`src/rtl/nibble_bus_master.sv`:
```
// nibble_bus_master: parametrised master for the multiplexed address/IO/data nibble bus
// Ports: clk; reset_n (synchronous, active low);
//   req_valid/req_ready/req_write/req_io/req_addr/req_wdata: request handshake;
//   rsp_valid/rsp_rdata/rsp_err/rsp_io_ready/rsp_io_skip: completion pulse and results;
//   pin_in/pin_wait: external lanes and wait request; pin_out: {type[1:0], last, write, payload}.
// Option: NBUS_ADDR_CACHE_EN skips the upper address beats when they repeat the last ones sent.
module nibble_bus_master #(
  parameter int ADDR_W = 12,
  parameter int DATA_W = 12,
  parameter int ADDR_LANE_W = 6,
  parameter int LANE_W = 4,
  parameter int DEV_W = 6,
  parameter int WAIT_MAX = 15,
  localparam int AB = (ADDR_W + ADDR_LANE_W - 1) / ADDR_LANE_W,
  localparam int DB = (DATA_W + LANE_W - 1) / LANE_W,
  localparam int PW0 = ADDR_LANE_W > LANE_W ? ADDR_LANE_W : LANE_W,
  localparam int PW = PW0 > DEV_W ? PW0 : DEV_W,
  localparam int OUT_W = PW + 4
) (
  input  logic              clk,
  input  logic              reset_n,
  input  logic              req_valid,
  output logic              req_ready,
  input  logic              req_write,
  input  logic              req_io,
  input  logic [ADDR_W-1:0] req_addr,
  input  logic [DATA_W-1:0] req_wdata,
  output logic              rsp_valid,
  output logic [DATA_W-1:0] rsp_rdata,
  output logic              rsp_err,
  output logic              rsp_io_ready,
  output logic              rsp_io_skip,
  input  logic [LANE_W-1:0] pin_in,
  input  logic              pin_wait,
  output logic [OUT_W-1:0]  pin_out
);
  localparam int AW = AB * ADDR_LANE_W;
  localparam int DW = DB * LANE_W;
  localparam int BW = $clog2(AB + DB + 1);
  localparam int WW = $clog2(WAIT_MAX + 1);
  localparam logic [2:0] S_IDLE = 3'd0, S_ADDR = 3'd1, S_IOB = 3'd2, S_DATA = 3'd3, S_DONE = 3'd4;
  logic [2:0] state;
  logic [BW-1:0] beat;
  logic [WW-1:0] wcnt;
  logic rdy_en, wr, accept, hit, abort, a_last, d_last;
  logic [DEV_W-1:0] dev;
  logic [AW-1:0] ash, apad;
  logic [DW-1:0] wsh, rbuf, rshift;
  // Address and write data are zero-padded at the top and shifted left per beat,
  // so the outgoing slice is always the top lane (MS slice first).
  assign apad = AW'(req_addr);
  // Read beats arrive MS first; shifting in from the bottom leaves them in place after DB beats.
  assign rshift = DW'({rbuf, pin_in});
  assign req_ready = rdy_en && (state == S_IDLE || state == S_DONE);
  assign accept = req_valid && req_ready;
  assign rsp_valid = state == S_DONE;
  assign a_last = beat == BW'(AB - 1);
  assign d_last = beat == BW'(DB - 1);
  assign abort = state == S_DATA && pin_wait && wcnt == WW'(WAIT_MAX - 1);
  assign pin_out = state == S_ADDR ? {2'b01, a_last, wr, PW'(ash[AW-1 -: ADDR_LANE_W])}
                 : state == S_IOB  ? {2'b10, 1'b1, wr, PW'(dev)}
                 : state == S_DATA ? {2'b11, d_last, wr, wr ? PW'(wsh[DW-1 -: LANE_W]) : PW'(0)}
                 : OUT_W'(0);
`ifdef NBUS_ADDR_CACHE_EN
  localparam int CW = AB > 1 ? (AB - 1) * ADDR_LANE_W : 1;
  logic c_valid;
  logic [CW-1:0] c_tag;
  assign hit = c_valid && !req_io && c_tag == apad[AW-1 -: CW];
  always_ff @(posedge clk) begin
    if (!reset_n) begin
      c_valid <= 1'b0;
      c_tag <= '0;
    end else if (abort) begin
      c_valid <= 1'b0;
    end else if (accept && !req_io) begin
      c_valid <= 1'b1;
      c_tag <= apad[AW-1 -: CW];
    end
  end
`else
  assign hit = 1'b0;
`endif
  always_ff @(posedge clk) begin
    if (!reset_n) begin
      state <= S_IDLE;
      beat <= '0;
      wcnt <= '0;
      rdy_en <= 1'b0;
      wr <= 1'b0;
      dev <= '0;
      ash <= '0;
      wsh <= '0;
      rbuf <= '0;
      rsp_rdata <= '0;
      rsp_err <= 1'b0;
      rsp_io_ready <= 1'b0;
      rsp_io_skip <= 1'b0;
    end else begin
      rdy_en <= 1'b1;
      case (state)
        S_IDLE, S_DONE: begin
          rsp_err <= 1'b0;
          state <= accept ? (req_io ? S_IOB : S_ADDR) : S_IDLE;
          if (accept) begin
            wr <= req_write;
            dev <= req_addr[DEV_W-1:0];
            wsh <= DW'(req_wdata);
            // On a cache hit only the LS address slice goes out, so start at the last beat.
            ash <= hit ? apad << ((AB - 1) * ADDR_LANE_W) : apad;
            beat <= hit ? BW'(AB - 1) : '0;
          end
        end
        S_ADDR: begin
          ash <= ash << ADDR_LANE_W;
          beat <= a_last ? '0 : beat + BW'(1);
          if (a_last) state <= S_DATA;
        end
        S_IOB: begin
          rsp_io_ready <= pin_in[0];
          rsp_io_skip <= pin_in[1];
          state <= S_DATA;
        end
        S_DATA: begin
          if (pin_wait) begin
            wcnt <= abort ? '0 : wcnt + WW'(1);
            if (abort) begin
              state <= S_DONE;
              rsp_err <= 1'b1;
            end
          end else begin
            wcnt <= '0;
            rbuf <= rshift;
            wsh <= wsh << LANE_W;
            beat <= beat + BW'(1);
            if (d_last) begin
              state <= S_DONE;
              if (!wr) rsp_rdata <= rshift[DATA_W-1:0];
            end
          end
        end
        default: state <= S_IDLE;
      endcase
    end
  end
endmodule

```
`config.mk`:
```
export PLATFORM = sky130hd
export DESIGN_NAME = nibble_bus_master
export DESIGN_NICKNAME = d
export VERILOG_FILES = /design/src/rtl/nibble_bus_master.sv
export SDC_FILE = /design/constraint.sdc
export NUM_CORES = 1
export LEC_CHECK = 0
export ABC_AREA = 0
export ABC_CLOCK_PERIOD_IN_PS = 3300
export BUFFER_PORTS_ARGS = -buffer_cell sky130_fd_sc_hd__buf_2
export CORE_UTILIZATION = 30
export CTS_BUF_LIST = sky130_fd_sc_hd__clkbuf_8 sky130_fd_sc_hd__clkbuf_16
export DETAILED_ROUTE_END_ITERATION = 10
export GPL_TIMING_DRIVEN = 1
export MAX_ROUTING_LAYER = met4
export PLACE_DENSITY = 0.61
export SYNTH_ARGS = -nofsm -noshare
export SYNTH_HDL_FRONTEND = slang
export SYNTH_SLANG_ARGS = --single-unit
```
`constraint.sdc`:
```
create_clock -name clk -period 3.3 [get_ports clk]
set_clock_uncertainty 0.15 [all_clocks]
set_input_delay 0.165 -clock clk [delete_from_list [all_inputs] [get_ports clk]]
set_output_delay 0.165 -clock clk [all_outputs]
set_load 0.01 [all_outputs]
```
======== Word-level counts from Yosys, hierarchy flattened ========
Cells that the tools add are included.
word-level totals
  register bits ........................... 65
  input port bits ......................... 34
  output and inout bits ................... 27
  logic and storage cells ................. 75
cells by class
  add/sub/neg operators ................... 2
  equality and inequality tests ........... 14
  muxes and demuxes ....................... 26
  bitwise gates (word level) .............. 2
  reduce and logical (&&, ||, !) cells .... 18
operators by type and width
  cell                   count
  $pmux W12 S2           2
  $mux W12               3
  $mux W10               3
  $mux W3                7
  $mux W4                3
  $pmux W3 S4            1
  $reduce_and A3 Y1      4
  $ne A2 B2 Y1 const B   5
  $eq A3 B2 Y1 const B   3
  $pmux W3 S3            1
  $eq A3 B1 Y1 const B   2
  $ne A3 B3 Y1 const B   2
  $reduce_and A2 Y1      3
  $add A4 B1 Y4 const B  1
  $eq A4 B4 Y1 const B   1
  $logic_and A1 B1 Y1    4
  $mux W2                2
  $reduce_and A4 Y1      1
  $reduce_bool A2 Y1     2
  $add A3 B1 Y3 const B  1
  $eq A3 B3 Y1 const B   1
  $logic_not A3 Y1       1
  $mux W1                3
  $reduce_bool A3 Y1     1
  other kinds (4)        5

======== Depth between registers and ports, before layout ========
Gate-level depths: netlist (run 1).
  word-level depth ........................ 6
  mapped depth ............................ 8
  mapped depth without buffers ............ 6

======== Worst setup path before layout (run 1) ========
No wires, ideal clock.
  path kind ............................... flip-flop to output port
  start ................................... reg state[1]
  end ..................................... out pin_out[0]
  arrival ................................. 1383 ps
  required time ........................... 2985 ps
  slack ................................... 1602 ps
  stages on the path, launching flop included .. 6
  buffers on the path ..................... 1
  cells stage by stage .................... dfxtp_1 -> buf_2 -> inv_1 -> nor3_2 -> a32oi_1 -> o21ai_0
on the way
  word-level cells in the longest chain between the ends .. 4
  elaborated cells between the ends (all ways) .. 6
  classes of those cells .................. eq/ne (3); mux (3)
ends and longest elaborated chain
  what                    line  RTL
  from (decl)             42    logic [2:0] state;
  from (signal assigned)  103   state <= accept ? (req_io ? S_IOB : S_ADDR) : S_IDLE;
  $eq A3 B2 Y1            62    : state == S_DATA ? {2'b11, d_last, wr, wr ? PW'(wsh[DW-1 -: LANE_W]) : PW'(0)}
  $mux W10                62
  $mux W10                61    : state == S_IOB ? {2'b10, 1'b1, wr, PW'(dev)}
  $mux W10 (*)            60    assign pin_out = state == S_ADDR ? {2'b01, a_last, wr, PW'(ash[AW-1 -: ADDR_LANE_W])}
  to (decl)               35    output logic [OUT_W-1:0] pin_out
Mark *: on every way between the ends. The rest lies on a longest branch, timed or not.

======== Final worst setup path (run 1) ========
  start ................................... reg state[1]
  end ..................................... out pin_out[3]
Same word-level chain as after synthesis.

==> impl_summary.md, run 1 <==
Yosys
The number of warnings issued by yosys is 0. In this run, synthesis produced a sequential element count of 65. The per-instance average area after synthesis is 8.51 sq um.

The share of the Yosys chip area taken by registers is 45.2%. The count of different cell masters after synthesis is 38. The instance count of the mapped netlist is 338. In the synthesized netlist the dominant register cell turns out to be dfxtp_1. The netlist area before placement is 0.00288 sq mm. The post-synthesis net count is 377. The post-synthesis async set-or-reset flop share is 0%. The synthesized design contains 0 enable-type register cells.

Min path
The worst hold path begins at req_io. The worst min-delay path class is in -> reg. The number of cells on the worst hold path is 4. The hold-critical path endpoint is state[0]$_SDFFE_PN0P_.

Worst setup path
Among all stages on the critical path, the largest delay is contributed by nor3_2. Traced cell by cell, the critical path runs through inv_1 > nor3_2 > a32oi_1 > o21ai_0 > buf_2. In this run the critical register-to-register path is launched from state[0]$_SDFFE_PN0P_.

STA classifies the critical path endpoint as a primary output. The worst stage delay on the critical path is 0.65 ns. STA classifies the critical path startpoint as a flop. The biggest fanout along the worst timing path is 15. The number of cells on the worst reg-to-reg path is 4. The worst setup path is of the reg -> out kind. Data arrives at the worst endpoint at 2.27 ns. The endpoint of the worst register-to-register path is rsp_rdata[4]$_SDFFE_PN0P_. The worst setup path startpoint is state[1]$_SDFFE_PN0P_.

Data on the critical path is required at its endpoint by 2.98 ns. In this run the register-to-register setup slack is 0.93 ns.

Clock tree
The clock net in this run drives a total of 65 sinks. Buffers inserted to repair hold after CTS numbered 29. The count of instances resized after the clock tree is built is 0. In this run the post-CTS setup repair buffer count came out at 0. The maximum clock insertion buffer count is 2. The number of buffers inserted during clock tree synthesis is 9.

The clock latency of the later-clocked register in the worst-skew pair is 0.34 ns. The clock root buffer is clkbuf_8. The clock-pin slew on the worst setup and hold paths is 0.07 ns. TritonCTS built the clock tree. The number of H-tree levels is 3.

Floorplanning
The row count is 35. Measured along the x axis, the die boundary spans 99.9 um. The count of pins on the block boundary is 61. The initial cell density of the core is 31.0%.

The total area inside the core boundary comes to 0.00928 sq mm. The die height is 99.9 um. The floorplan step defined a die boundary enclosing 0.00998 sq mm.

Cells and area
The repair_antennas step left the layout with diodes totalling 0. The final layout net count is 458. The number of filler cells placed in the layout is 966. Summing all multi-input logic gate instances after layout gives 0.00144 sq mm. The cell area after layout is 0.00373 sq mm. The share of final-layout standard cells stronger than drive strength 1 is 18.9%. From synthesis to final layout, the design area changed by 29.8%. In the final layout, flip-flops and latches occupy 0.00130 sq mm.

Global route
The initial antenna violation count came to 0. The via count of the first global-routing pass was 2,536. For this run the aggregate overflow at the end of global routing stands at 0. The maximum number of pins on one net before global-route repair is 40. The overall fraction of global-route tracks in use is 15.6%. The wire length of the first global-routing pass is 11.7 mm.

STA
The summed negative setup slack over all endpoints is 0 ns. The count of endpoints failing hold in the final timing report is 0. For the pin with the worst max-slew slack, the measured transition is 0.780 ns. Timing would allow up to 386 MHz.

Setup repair after global routing left no endpoint under its margin. The number of failing setup endpoints in the final timing report is 0. Measured against its own limit, the worst slew margin works out to 47.8%. The number of pins exceeding their max-slew limit in the final report came to 0. For the finished layout, the period the worst path requires is 2.59 ns.

The part of the cycle the worst path needs is 78.4%.

Detailed routing
The post-route DRC violation count is 0. The starting DRC count in detailed routing is 143. Routed signal wires occupy layers up through met4. The routed design uses 318 um of met3 wire. After detailed routing, the number of vias per cell comes to 4.78. Summed over all nets, wire length on met2 after detailed routing comes to 3.51 mm. The detail route stage leaves a number of antenna-violating nets equal to 0. The met1 wire length is 3.28 mm. The wire length reported by the detailed router is 7.21 mm. The final route contains 2,640 vias. In the final routed layout, each cell accounts on average for 13.1 um. The first detailed-routing pass took 5 iterations.

Power and ir drop
For this design the total switching power over the nets is 427 uW. The clock share of power is 38.6%. The static leakage is 1.59 nW. The power share of the combinational group is 12.1%. In this run the power density over the cells is 462 mW/mm^2. The internal power is 1.30 mW. The largest vdd supply drop is 0.215 mV.

Net switching is 24.8% of the power. The sequential fraction of design power is 49.3%.

Run status
The flow ran to the end, and the final reports show no timing, DRC or antenna violations.

Flow run
The tool flagged a number of max-cap violations equal to 0.

Place
Buffers placed on the I/O ports in this run total 60. The HPWL after detailed placement is 4.75 mm. The standard cell area after detailed placement is 0.00325 sq mm.

The weighted congestion reported at the end of routability-driven placement is 0.839.
worst max-delay path, delay by kind of cell, from the launching register on:
kind	cells	cell delay [ns]
compound gates	2	0.35
simple gates	1	0.65
buf+inv	2	0.35
flops	1	0.58
layout make-up:
cell class	count	area share (%)
clock inverter	4	1.17
sequential	65	34.9
timing repair buffer	93	16.6
clock buffer	11	4.06
tap	129	4.32
inverter	5	0.503
multi-input combinational	245	38.5
cells in the mapped netlist, types with 2 or more instances:
| cell | number | share of area [%] |
|---|---|---|
| nand2_1 | 76 | 9.9 |
| dfxtp_1 | 65 | 45 |
| a21oi_1 | 24 | 4.2 |
| o21ai_0 | 23 | 4.0 |
| a21boi_0 | 21 | 5.5 |
| mux2i_1 | 16 | 5.6 |
| nor2b_1 | 16 | 3.5 |
| clkbuf_1 | 11 | 1.4 |
| nand3_1 | 9 | 1.6 |
| buf_2 | 8 | 1.4 |
| a31oi_1 | 7 | 1.5 |
| nor2_1 | 7 | 0.91 |
| and2_1 | 5 | 1.1 |
| ha_1 | 5 | 2.2 |
| inv_1 | 5 | 0.65 |
| a32oi_1 | 4 | 1.2 |
| nand3b_1 | 4 | 1.0 |
| nand2b_1 | 3 | 0.65 |
| o22ai_1 | 3 | 0.65 |
| a22o_1 | 2 | 0.61 |
| and3_1 | 2 | 0.43 |
| buf_6 | 2 | 0.78 |
| nand4bb_1 | 2 | 0.78 |
| nor4bb_1 | 2 | 0.70 |
| o21a_1 | 2 | 0.52 |
| or3_1 | 2 | 0.43 |
state kept, by name, indices dropped and copies added (netlist names), 3 cells and up:
name       flops
dev            6
wsh           12
state          3
beat           3
ash           12
rbuf           8
rsp_rdata     12
wcnt           4
metal layers:
metal	global-route usage, %	vias to the layer above
met2	26.1	56
met3	4.39	11
met4	6.33	0
met5	-	-
met1	17.6	1249
li1	-	1324
cells in the final DEF, fill, tap and decap left out, types with 2 or more instances in the layout:
| master | n |
|---|---|
| nand2_1 | 76 |
| dfxtp_1 | 65 |
| buf_2 | 60 |
| dlygate4sd3_1 | 29 |
| a21oi_1 | 24 |
| o21ai_0 | 23 |
| a21boi_0 | 21 |
| nor2b_1 | 16 |
| mux2i_1 | 16 |
| clkbuf_8 | 11 |
| nand3_1 | 9 |
| nor2_1 | 7 |
| a31oi_1 | 7 |
| inv_1 | 6 |
| and2_1 | 5 |
| ha_1 | 5 |
| a32oi_1 | 4 |
| nand3b_1 | 4 |
| buf_4 | 4 |
| nand2b_1 | 3 |
| o22ai_1 | 3 |
| a22o_1 | 2 |
| nand4bb_1 | 2 |
| or3_1 | 2 |
| and3_1 | 2 |
| o21a_1 | 2 |
| clkinv_2 | 2 |
worst max-delay path by stage:
stage / endpoint / slack (ns)
finish: pin_out[3] / 0.71
CTS: pin_out[3] / 0.76
detailed placement: rsp_rdata[5]$_SDFFE_PN0P_ / 0.93
global placement: rsp_rdata[3]$_SDFFE_PN0P_ / 1.07
floorplan: pin_out[0] / 1.60
global route: pin_out[3] / 0.55
cell families after synthesis:
kind of cell	Yosys count	synth area share, %
mux	16	5.57
simple gates	132	22.1
buf+inv	28	5.09
compound gates	92	19.8
fa+ha+maj	5	2.17
flops	65	45.2
power by group through the flow:
stage               Combinational, mW  Sequential (mW)  Clock (mW)
detailed placement              0.182            0.865           0
global route                    0.233            0.852       0.720
floorplan                       0.126            0.854           0
CTS                             0.210            0.848       0.683
finish                          0.209            0.849       0.665
global placement                0.180            0.864           0
metrics by stage:
stage	cells	hold WS, ns	setup WS, ns	total power [mW]	util (%)
finish	552	0.0225	0.713	1.72	40.2
CTS	552	0.00645	0.759	1.74	40.2
global placement	508	0.264	1.07	1.04	35.0
global route	552	0.0390	0.551	1.81	40.2
detailed placement	508	0.266	0.933	1.05	35.0
floorplan	338	0.0427	1.60	0.980	-
(Power assumes the default switching activity.)
==> run 2, diff against run 1 <==
==> config.mk (replaced) <==
export PLATFORM = sky130hd
export DESIGN_NAME = nibble_bus_master
export DESIGN_NICKNAME = d
export VERILOG_FILES = /design/src/rtl/nibble_bus_master.sv
export SDC_FILE = /design/constraint.sdc
export NUM_CORES = 1
export LEC_CHECK = 0
export ABC_AREA = 1
export ABC_CLOCK_PERIOD_IN_PS = 2290
export BUFFER_PORTS_ARGS = -buffer_cell sky130_fd_sc_hd__buf_2
export CORE_UTILIZATION = 30
export CTS_BUF_LIST = sky130_fd_sc_hd__clkbuf_8 sky130_fd_sc_hd__clkbuf_16
export DETAILED_ROUTE_END_ITERATION = 10
export GPL_TIMING_DRIVEN = 1
export MAX_ROUTING_LAYER = met4
export PLACE_DENSITY = 0.63
export SYNTH_ARGS = -nofsm -noshare
export SYNTH_HDL_FRONTEND = slang
export SYNTH_SLANG_ARGS = --single-unit
==> constraint.sdc (replaced) <==
create_clock -name clk -period 2.29 [get_ports clk]
set_clock_uncertainty 0.15 [all_clocks]
set_input_delay 0.1145 -clock clk [delete_from_list [all_inputs] [get_ports clk]]
set_output_delay 0.1145 -clock clk [all_outputs]
set_load 0.01 [all_outputs]
==> impl_summary.md, run 2 <==
Floorplanning
The die is 101 um wide. Once the floorplan was initialized, standard cells occupied 31.3% of the core. The row count is 35. The total area inside the core boundary comes to 0.00937 sq mm. The die covers 0.0102 sq mm. The die height is 101 um. During I/O placement, the number of pins put on the boundary was 61.

Clock tree
The number of H-tree levels is 3. The maximum clock insertion buffer count is 2. The clock latency of the later-clocked register in the worst-skew pair is 0.34 ns. The count of instances resized after the clock tree is built is 0. The clock root buffer is clkbuf_8. Counting every sink on the clock net gives 65. The number of buffers inserted during clock tree synthesis is 9. The post-CTS setup buffer count is 0.

The clock-pin slew on the worst setup and hold paths is 0.07 ns. The CTS tree is built.

Cells and area
Cells with a size suffix above 1 make up 18.7% of the layout. For this run, the share of the core covered by cells in the final layout is 41.8%. In the layout the commonest cells are 135 x nand2_1, 65 x dfxtp_1, 60 x buf_2. Leaving out fill and tap cells, the most frequent cell in the layout is nand2_1. The largest registers in the layout are ash (12), rsp_rdata (12), wsh (12).

The finished layout holds 653 standard cells, fillers aside. The total inserted antenna cells is 0. From synthesis to final layout, the design area changed by 33.4%.

The finished cells cover 0.00392 sq mm. After the last flow step, the layout net total stands at 558.

Global route
The initial antenna violation count is 0. The via count of the first global-routing pass was 2,904. The wire length of the first global-routing pass is 13.0 mm. The overall fraction of global-route tracks in use is 17.0%. The maximum number of pins on one net before global-route repair is 30.

The total overflow left after global routing is 0.

STA
The number of pins exceeding their max-slew limit in the final report is 0. In the post-route analysis, the smallest setup slack over all paths is 0.190 ns. The number of failing setup endpoints in the final timing report is 0. The highest clock frequency the design can meet is 476 MHz.

The summed negative setup slack over all endpoints is 0 ns. The part of the cycle the worst path needs is 91.7%. The final-layout worst hold slack is 0.0167 ns. The transition at the pin with the smallest max-transition slack is 0.481 ns.

The minimum clock period after layout is 2.10 ns. Setup repair after global routing left no endpoint under its margin. The count of endpoints failing hold in the final timing report was 0. The headroom to the max-slew limit is 67.8%.

Yosys
Among all cell types in the netlist, the one instantiated most often is nand2_1. The instance count of the mapped netlist is 427. In the synthesized netlist the dominant register cell turns out to be dfxtp_1. The number of enable flip-flop cells after synthesis is 0.

The post-synthesis async set-or-reset flop share is 0%. The share of Yosys cell area claimed by the top area cell type is 44.3%. The Yosys step of the flow raised 0 warnings.

The post-synthesis register bit count is 65. Counting distinct cell types in the post-synthesis netlist gives 24. The post-synthesis net count is 466. Ranked by total cell area, the synthesized netlist is headed by dfxtp_1 44%, nand2_1 17%, a21oi_1 7.2%. The netlist area before placement is 0.00294 sq mm. The cell type with the largest total area after synthesis is dfxtp_1. Sorting the synthesized cells by how often they occur yields 135 x nand2_1, 65 x dfxtp_1, 53 x nor2_1. Of the synthesized area, sequential elements account for 44.3%.

In this run the mean area of a mapped cell was 6.88 sq um.

Power and ir drop
The clock share of power is 27.5%. Power comes to 4.07 mW. The switching component of the power is 1.55 mW. The areal power density over the cells is 1040 mW/mm^2. Per report_power, the sequential group accounts for 36.1% of the total. The static leakage is 1.84 nW. Per report_power, the combinational group accounts for 36.4% of the total. VDD sags by at most 0.498 mV. The switching part of the total power is 38.0%. Internal power comes to 2.52 mW.

Detailed routing
The routed layout has 3,038 vias. For this run, design rule violations remaining after detail routing come to 0. The per-cell routed wire length is 12.1 um. The wire length reported by the detailed router is 7.90 mm.

The starting DRC count in detailed routing is 131. Using the TritonRoute via totals, the vias-per-cell ratio works out to 4.65. The number of search-and-repair iterations in the first detailed-routing pass is 7. Once detail routing completed, the nets flagged for antenna violations numbered 0.

Worst setup path
Data arrives at the worst endpoint at 1.84 ns. The worst setup path is captured at a primary output. STA classifies the critical path startpoint as a flop. The required time of the worst setup path is 2.03 ns. The worst setup path is of the reg -> out kind. In this run the worst path has a maximum fanout of 16.

Place
The final HPWL from detailed placement is 5.45 mm. Port buffering added 60 buffers. The congestion estimate from routability-driven global placement came to 0.827. The post-placement cell count is 606. Once placement finished, the instance area stood at 0.00338 sq mm. The worst setup slack after placement is 0.391 ns.

Flow run
The max-capacitance violation count is 0.

Min path
The worst hold path belongs to the class in -> reg.

Run status
The flow ran to the end, and the final reports show no timing, DRC or antenna violations.
[run 2: cell count changes in the layout (fill, tap and decap cells not counted), sizes merged, moves of 5 or more]
cell and delta:
a21oi +18, nor2b -16, mux2i -16, a21boi -21, nand2 +59, buf +6
nand3 +11, nor2 +50, and2 -5, nand4 +13, a31oi -7, inv +29
[run 2: cell type report]
cell class	instances	area, sq um
Fill cell	1016	5450
Multi-Input combinational cell	307	1410
Sequential cell	65	1300
Timing Repair Buffer	101	686
Tap cell	129	161
Clock buffer	11	151
Inverter	35	131
Clock inverter	5	78.8
[run 2: cells by family after synthesis]
kind of cell	count (synthesis)	synth area share (%)
AND/OR/NAND/NOR	229	32.3
adder cells (fa/ha/maj)	5	2.13
flip-flops	65	44.3
XOR/XNOR	2	0.596
buffers and inverters	55	7.71
AO/OA/AOI/OAI	71	12.9
[run 2: worst paths after layout]
kind | startpoint | end | slack, ns | depth (start not counted)
min | pin_wait | rsp_err$_SDFFE_PN0P_ | 0.02 | 5
max reg2reg | state[0]$_SDFFE_PN0P_ | wr$_SDFFE_PN0P_ | 0.33 | 5
min reg2reg | rsp_rdata[4]$_SDFFE_PN0P_ | rsp_rdata[4]$_SDFFE_PN0P_ | 0.31 | 2
max | state[0]$_SDFFE_PN0P_ | pin_out[3] | 0.19 | 3
[run 2: worst max-delay path, cell delays in order (launching register included)]
cell and delay, ns:
dfxtp_1 0.47, nand3_2 0.34, o311ai_1 0.47, buf_2 0.21
[run 2: power groups by stage]
stage | Sequential, mW | Combinational [mW] | Clock (mW)
CTS | 1.47 | 1.48 | 1.15
global placement | 1.48 | 1.42 | 0
detailed placement | 1.49 | 1.43 | 0
global route | 1.50 | 1.69 | 1.20
finish | 1.47 | 1.48 | 1.12
floorplan | 1.46 | 1.09 | 0
[run 2: repair_timing]
action / CTS / global route
hold buffers: 31 / 0
endpoints found under the setup margin: 0 / 0
endpoints found under the hold margin: 42 / 0
[run 2: per-layer routing]
metal | track usage (%) | routed length, um
met5 | - | 0
met4 | 7.69 | 182
met1 | 20.0 | 3600
met2 | 27.9 | 3800
met3 | 3.74 | 318
